$ cat config.mk
export PLATFORM = sky130hd
export DESIGN_NAME = bcd_serial_adder_flat
export DESIGN_NICKNAME = d
export VERILOG_FILES = /design/src/rtl/bcd_serial_adder_if.sv /design/src/rtl/bcd_serial_adder.sv /design/src/flat_wrapper.sv
export SDC_FILE = /design/constraint.sdc
export NUM_CORES = 1
export LEC_CHECK = 0
export ABC_AREA = 0
export CORE_MARGIN = 10
export CORE_UTILIZATION = 50
export CTS_CLUSTER_DIAMETER = 60
export CTS_CLUSTER_SIZE = 28
export DETAILED_ROUTE_END_ITERATION = 10
export GPL_TIMING_DRIVEN = 1
export HOLD_SLACK_MARGIN = 0.08
export PLACE_DENSITY = 0.77
export SLEW_MARGIN = 0
export SYNTH_ARGS = -nofsm -noshare
export SYNTH_HDL_FRONTEND = slang
export SYNTH_SLANG_ARGS = --single-unit
$ cat constraint.sdc
create_clock -name clk -period 3.01 [get_ports clk]
set_clock_uncertainty 0.1 [all_clocks]
set_input_delay 0.7525 -clock clk [delete_from_list [all_inputs] [get_ports clk]]
set_output_delay 0.7525 -clock clk [all_outputs]
set_load 0.01 [all_outputs]
$ cat src/rtl/bcd_serial_adder_if.sv
// Request/result bundle for the digit-serial BCD adder/subtractor.
// The master launches an operation; the slave (the adder) returns the
// packed BCD result together with its status flags.
interface bcd_serial_adder_if #(
  parameter int DIGITS = 4
);
  logic                  start;
  logic                  sub;
  logic [4*DIGITS-1:0]   in1;
  logic [4*DIGITS-1:0]   in2;
  logic                  carry_in;
  logic [4*DIGITS-1:0]   sum;
  logic                  carry_out;
  logic                  busy;
  logic                  done;
  logic                  err;

  modport master (
    output start, sub, in1, in2, carry_in,
    input  sum, carry_out, busy, done, err
  );

  modport slave (
    input  start, sub, in1, in2, carry_in,
    output sum, carry_out, busy, done, err
  );
endinterface

$ cat src/rtl/bcd_serial_adder.sv
// Digit-serial packed-BCD adder/subtractor.
// One decimal digit is resolved per clock, least significant first.
// Subtraction is done as A + nines-complement(B) + 1, so carry_out acts
// as a "no borrow" flag and a negative difference is left in
// ten's-complement form. Operands containing a non-decimal nibble are
// rejected at launch without entering the calculation state.
module bcd_serial_adder #(
  parameter int DIGITS = 4
) (
  input  logic              clk,
  input  logic              rst_n,
  bcd_serial_adder_if.slave bus
);

  localparam int W     = 4 * DIGITS;
  localparam int IDX_W = (DIGITS > 1) ? $clog2(DIGITS) : 1;
  localparam logic [IDX_W-1:0] LAST_IDX = IDX_W'(DIGITS - 1);
  localparam logic [IDX_W-1:0] IDX_ONE  = IDX_W'(1);

  typedef enum logic {
    IDLE = 1'b0,
    CALC = 1'b1
  } state_t;

  // True when every nibble of v is a legal decimal digit (0..9).
  function automatic logic all_digits_valid(input logic [W-1:0] v);
    logic ok;
    ok = 1'b1;
    for (int i = 0; i < DIGITS; i++) begin
      if (v[4*i +: 4] > 4'd9) ok = 1'b0;
    end
    return ok;
  endfunction

  // One decimal digit step: returns {carry, digit}.
  // Binary sums 10..19 are corrected by +6 so the nibble wraps into 0..9.
  function automatic logic [4:0] bcd_digit_add(input logic [3:0] a,
                                               input logic [3:0] b,
                                               input logic       c);
    logic [4:0] t;
    t = {1'b0, a} + {1'b0, b} + {4'b0000, c};
    if (t > 5'd9) return {1'b1, t[3:0] + 4'd6};
    else          return {1'b0, t[3:0]};
  endfunction

  state_t          state_q;
  logic [W-1:0]    a_q;        // operand A, shifted right one digit per step
  logic [W-1:0]    b_q;        // operand B, shifted right one digit per step
  logic            sub_q;
  logic            c_q;        // running decimal carry between digits
  logic [IDX_W-1:0] idx_q;     // digit currently being processed
  logic [W-1:0]    acc_q;      // partial result, digits enter at the top
  logic [W-1:0]    sum_q;
  logic            cout_q;
  logic            busy_q;
  logic            done_q;
  logic            err_q;
  logic            err_pend_q; // delays the done pulse of a rejected launch

  logic [3:0]      b_eff_d;
  logic [3:0]      dig_d;
  logic            c_d;
  logic [W-1:0]    acc_d;
  logic            start_ok_d;

  // Per-digit datapath for the digit at the bottom of the operand shifters.
  always_comb begin
    b_eff_d    = sub_q ? (4'd9 - b_q[3:0]) : b_q[3:0];
    {c_d, dig_d} = bcd_digit_add(a_q[3:0], b_eff_d, c_q);
    acc_d      = (acc_q >> 4) | (W'(dig_d) << (W - 4));
    start_ok_d = all_digits_valid(bus.in1) && all_digits_valid(bus.in2);
  end

  // Control FSM together with the operand/result registers and status flags.
  always_ff @(posedge clk or negedge rst_n) begin
    if (!rst_n) begin
      state_q    <= IDLE;
      a_q        <= '0;
      b_q        <= '0;
      sub_q      <= 1'b0;
      c_q        <= 1'b0;
      idx_q      <= '0;
      acc_q      <= '0;
      sum_q      <= '0;
      cout_q     <= 1'b0;
      busy_q     <= 1'b0;
      done_q     <= 1'b0;
      err_q      <= 1'b0;
      err_pend_q <= 1'b0;
    end else begin
      // A rejected launch reports done one cycle after it was seen.
      done_q     <= err_pend_q;
      err_pend_q <= 1'b0;
      case (state_q)
        IDLE: begin
          if (bus.start) begin
            if (start_ok_d) begin
              a_q     <= bus.in1;
              b_q     <= bus.in2;
              sub_q   <= bus.sub;
              // Subtraction always injects the +1 of the ten's complement.
              c_q     <= bus.sub | bus.carry_in;
              idx_q   <= '0;
              acc_q   <= '0;
              err_q   <= 1'b0;
              busy_q  <= 1'b1;
              state_q <= CALC;
            end else begin
              err_q      <= 1'b1;
              sum_q      <= '0;
              cout_q     <= 1'b0;
              err_pend_q <= 1'b1;
            end
          end
        end
        CALC: begin
          a_q   <= a_q >> 4;
          b_q   <= b_q >> 4;
          c_q   <= c_d;
          acc_q <= acc_d;
          idx_q <= idx_q + IDX_ONE;
          // Results are published only once the top digit is resolved.
          if (idx_q == LAST_IDX) begin
            sum_q   <= acc_d;
            cout_q  <= c_d;
            busy_q  <= 1'b0;
            done_q  <= 1'b1;
            state_q <= IDLE;
          end
        end
        default: state_q <= IDLE;
      endcase
    end
  end

  assign bus.sum       = sum_q;
  assign bus.carry_out = cout_q;
  assign bus.busy      = busy_q;
  assign bus.done      = done_q;
  assign bus.err       = err_q;

endmodule

$ cat src/flat_wrapper.sv
// flat-port wrapper written by rule: the top's interface ports become plain ports
module bcd_serial_adder_flat 
#(
  parameter int DIGITS = 4
)
  (clk, rst_n, bus_start, bus_sub, bus_in1, bus_in2, bus_carry_in, bus_sum, bus_carry_out, bus_busy, bus_done, bus_err);
  bcd_serial_adder_if #(.DIGITS(DIGITS)) bus_i ();
  input  logic clk;
  input  logic rst_n;
  input wire logic [$bits(bus_i.start)-1:0] bus_start;
  input wire logic [$bits(bus_i.sub)-1:0] bus_sub;
  input wire logic [$bits(bus_i.in1)-1:0] bus_in1;
  input wire logic [$bits(bus_i.in2)-1:0] bus_in2;
  input wire logic [$bits(bus_i.carry_in)-1:0] bus_carry_in;
  output wire logic [$bits(bus_i.sum)-1:0] bus_sum;
  output wire logic [$bits(bus_i.carry_out)-1:0] bus_carry_out;
  output wire logic [$bits(bus_i.busy)-1:0] bus_busy;
  output wire logic [$bits(bus_i.done)-1:0] bus_done;
  output wire logic [$bits(bus_i.err)-1:0] bus_err;
  assign bus_i.start = bus_start;
  assign bus_i.sub = bus_sub;
  assign bus_i.in1 = bus_in1;
  assign bus_i.in2 = bus_in2;
  assign bus_i.carry_in = bus_carry_in;
  assign bus_sum = bus_i.sum;
  assign bus_carry_out = bus_i.carry_out;
  assign bus_busy = bus_i.busy;
  assign bus_done = bus_i.done;
  assign bus_err = bus_i.err;
  bcd_serial_adder #(.DIGITS(DIGITS)) u_core (.clk(clk), .rst_n(rst_n), .bus(bus_i));
endmodule
==> run summary, run 1 <==
Wire segments on met2 add up to 3569 um in the final route. Type of the setup path with the least slack: reg2reg. The relative contribution of the clock network to total power came out at 21.2%. STA puts the critical path data arrival time at 3.07 ns.

The number of nets in the layout was 381. Category of the worst setup path capture point: a flip-flop. The detailed router placed 2,384 vias in this run.

Of all nets on the critical path, the largest fanout is 6. The data required time at the worst endpoint was 3.15 ns; the share of total power in combinational logic was 42.6%. The average detailed-routed wire length per instance was 17.78 um; the fraction of the yosys area taken by sequential cells was 55.45%.

Setup-violating endpoint count in the final report: 0. The terminus of the critical flop-to-flop path is u_core.acc_q[14]. The setup TNS is 0 ns.

After floorplanning, the core was divided into 28 placement rows. Summed over all nets, wire length on met3 after detailed routing comes to 508 um. Dividing the detail-routed via count by the number of cells gives 5.731.

Net switching is 36.16% of the power. The congestion estimate from routability-driven global placement came to 0.8222. Once the floorplan was initialized, standard cells occupied 52.43% of the core. VDD sags by at most 608.8 uV. Cells with a size suffix above 1 make up 14.37% of the layout.

Leaving out fill and tap cells, the most frequent cell in the layout is dfrtp_1. The die is 99.49 um tall. The count of state elements after synthesis is 70, and the number of global-route vias before repair is 2,470. Cell internal power was estimated by the tool at 2377 uW. The Yosys step of the flow raised 0 warnings. In this run, synthesis inferred 0 flip-flops with an integrated enable.

Number of optimization iterations in the first detailed-route pass: 4. TritonCTS built the clock tree. The detailed router put a total of 3180 um of wire on met1. Yosys mapped the design onto 35 distinct sky130hd cell types. Area share of the largest cell type after synthesis: 55.45%.

The run gives 49.13% as the relative max-transition margin. The cell count after placement is 395, and the share of flip-flops with an asynchronous set or reset after synthesis is 100.0%. The worst register-to-register path has a setup slack of 0.08 ns. Registers are responsible for 36.2% of the overall power. The first global-routing pass estimated 12,070 um of wire.

The horizontal extent of the die was 99.49 um; the maximum clock insertion buffer count was 2. The tools report the largest net degree at the start of global routing as 71. 57 I/O pins were placed. The number of cells on the worst reg-to-reg path is 11.

The core region is 6026 um2. The worst setup path is launched from a flip-flop. The initial detailed-routing violation count is 98, and the worst hold margin is 0.3201 ns. The post-route clock period utilization was 97.28%; the CTS buffer count was 9. For this design the ratio of total power to cell area is 909.9 nW/um2. Class of the most critical hold timing path: in2async.

The clock drives 70 sinks. The tools report the HPWL after detailed placement as 5232 um. By area the synthesized netlist is led by dfrtp_1, a22o_1, a21o_1.

The clock transition time at the flip-flop clock pins of the worst setup and hold paths was 0.08 ns. The count of buffers added on input and output ports is 56. The layout-stage area growth over the synthesis result was 29.54%; the layout filler cell count was 454.

After synthesis the cells add up to 3159 um2. Among all flip-flop cells after synthesis, the most frequent one is dfrtp_1. 0 antenna diodes ended up in the layout. The DRC violation count after routing came out at 0. The flow ran to the end, and the final reports show no timing, DRC or antenna violations. The count of H-tree levels built during CTS is 3, and the mean cell area of the mapped netlist is 11.83 um2. The number of pins exceeding their max-slew limit in the final report came out at 0.

Global routing used 14.99% of the available tracks. When the netlist entered floorplanning its net count stood at 312. For the pin with the worst max-slew slack, the measured transition is 0.7614 ns. The final layout contains routed wiring with a total length of 7396 um. The biggest area consumer among synthesized cells is dfrtp_1. The clock reaches the later pin of the worst-skew pair after 0.35 ns. The time the final worst path needs with I/O delays and setup was 2.928 ns; the residual antenna-violating net count after detailed routing was 0.

The maximum operating frequency is 341.5 MHz. Leaving out filler cells and counting taps, the final layout contains 416. Synthesis produced a netlist whose cell count is 267. The highest signal layer in the routed design was met4.

The worst register-to-register path begins at u_core.sub_q. The count of max-cap constraint violations was 0. The clock root buffer is clkbuf_8. Global routing finished with a remaining overflow of 0. The switching component of the power is 1346 uW.

For the number of antenna violations at the first check in global routing, the log shows 0. The top cell types in the final layout, fill and taps aside, are dfrtp_1, clkdlybuf4s50_1, a22o_1, a21o_1, o21ai_0. Die footprint: 9898 um2. The logs give 0 for the count of final hold-check violations and 0.002054 uW for the cell leakage power.
## metal layers
layer / vias up / GRT usage (%)
met1: 1187 / 18.04
met4: 0 / 6.836
li1: 1115 / -
met2: 70 / 24.05
met3: 12 / 4.637
met5: - / 0
## cell families after synthesis
family	count (synthesis)	share of synthesized area, %
AOI/OAI and AO/OA	109	26.38
xor gates and xnor gates	3	1.070
adders and majority gates	8	3.644
buffers and inverters	32	4.990
DFF	70	55.45
muxes	4	1.426
and+or+nand+nor	41	7.050
## how the worst max path moves through the flow
stage | startpoint | end | slack, ns | depth (start not counted)
final | u_core.sub_q | u_core.acc_q[14] | 0.08 | 11
after global placement | u_core.sub_q | u_core.acc_q[14] | 0.05 | 12
after detailed placement | u_core.sub_q | u_core.acc_q[14] | -0.002 | 12
after CTS | u_core.sub_q | u_core.acc_q[14] | 0.04 | 11
after global routing | u_core.sub_q | u_core.acc_q[14] | -0.02 | 11
after floorplan | u_core.sub_q | u_core.bus.sum[13] | 0.28 | 11
## power groups by stage
stage               Combinational [uW]  Clock (uW)  Sequential (uW)
floorplan                         1010           0             1340
global placement                  1380           0             1350
detailed placement                1430           0             1360
CTS                               1470         800             1340
global route                      1730         834             1370
finish                            1590         791             1350
## per-stage QoR
step | power, uW | setup WS [ns] | util (%) | instance area, um2
after floorplan | 2344 | 0.2800 | - | 3159
after global placement | 2730 | 0.04782 | 63.54 | 3829
after detailed placement | 2782 | -0.001825 | 63.54 | 3829
after CTS | 3607 | 0.04220 | 67.11 | 4044
after global routing | 3929 | -0.01808 | 67.92 | 4093
final | 3724 | 0.08180 | 67.92 | 4093
## synth_stat cells (4+ instances only)
library cell and number:
dfrtp_1 70, a22o_1 43, a21o_1 26, o21ai_0 21
inv_1 17, nand2_1 13, nand3_1 9, clkbuf_1 7
ha_1 6, nor2_1 6, a21oi_1 4, a32o_1 4
buf_6 4
## layout make-up
cell class	count	area [um2]	area share, %
Tap cell	75	93.84	2.293
Timing Repair Buffer	73	695.7	17.00
Sequential cell	70	1754	42.86
Clock buffer	11	151.4	3.699
Multi-Input combinational cell	165	1277	31.21
Inverter	17	63.81	1.559
Clock inverter	5	56.30	1.376
## what timing repair did
action	CTS	global route
setup buffers	1	4
gates resized for setup	0	6
hold buffers	0	0
endpoints found under the setup margin	4	4
pin swaps	1	3
## registers in the layout (all words and copies together), names as in the netlist, 2 cells and up
register	flops
u_core.a_q	16
u_core.b_q	16
u_core.bus.sum	16
u_core.acc_q	12
u_core.idx_q	2
## worst max-delay path, cell delays in order (launching register included)
cell     delay (ns)
dfrtp_2        0.44
xnor2_2        0.16
fa_1           0.37
inv_1          0.09
fa_2           0.46
inv_1          0.09
ha_2           0.21
nand2_1        0.09
o31ai_4        0.08
nor3b_4        0.10
or3_1          0.34
a32o_1         0.28
(Power assumes the default switching activity.)
==> run 2, diff against run 1 <==
SLEW_MARGIN = 20   (was 0)
==> results of run 2 <==
Final layout, timing and power as in run 1 (identical DEF).
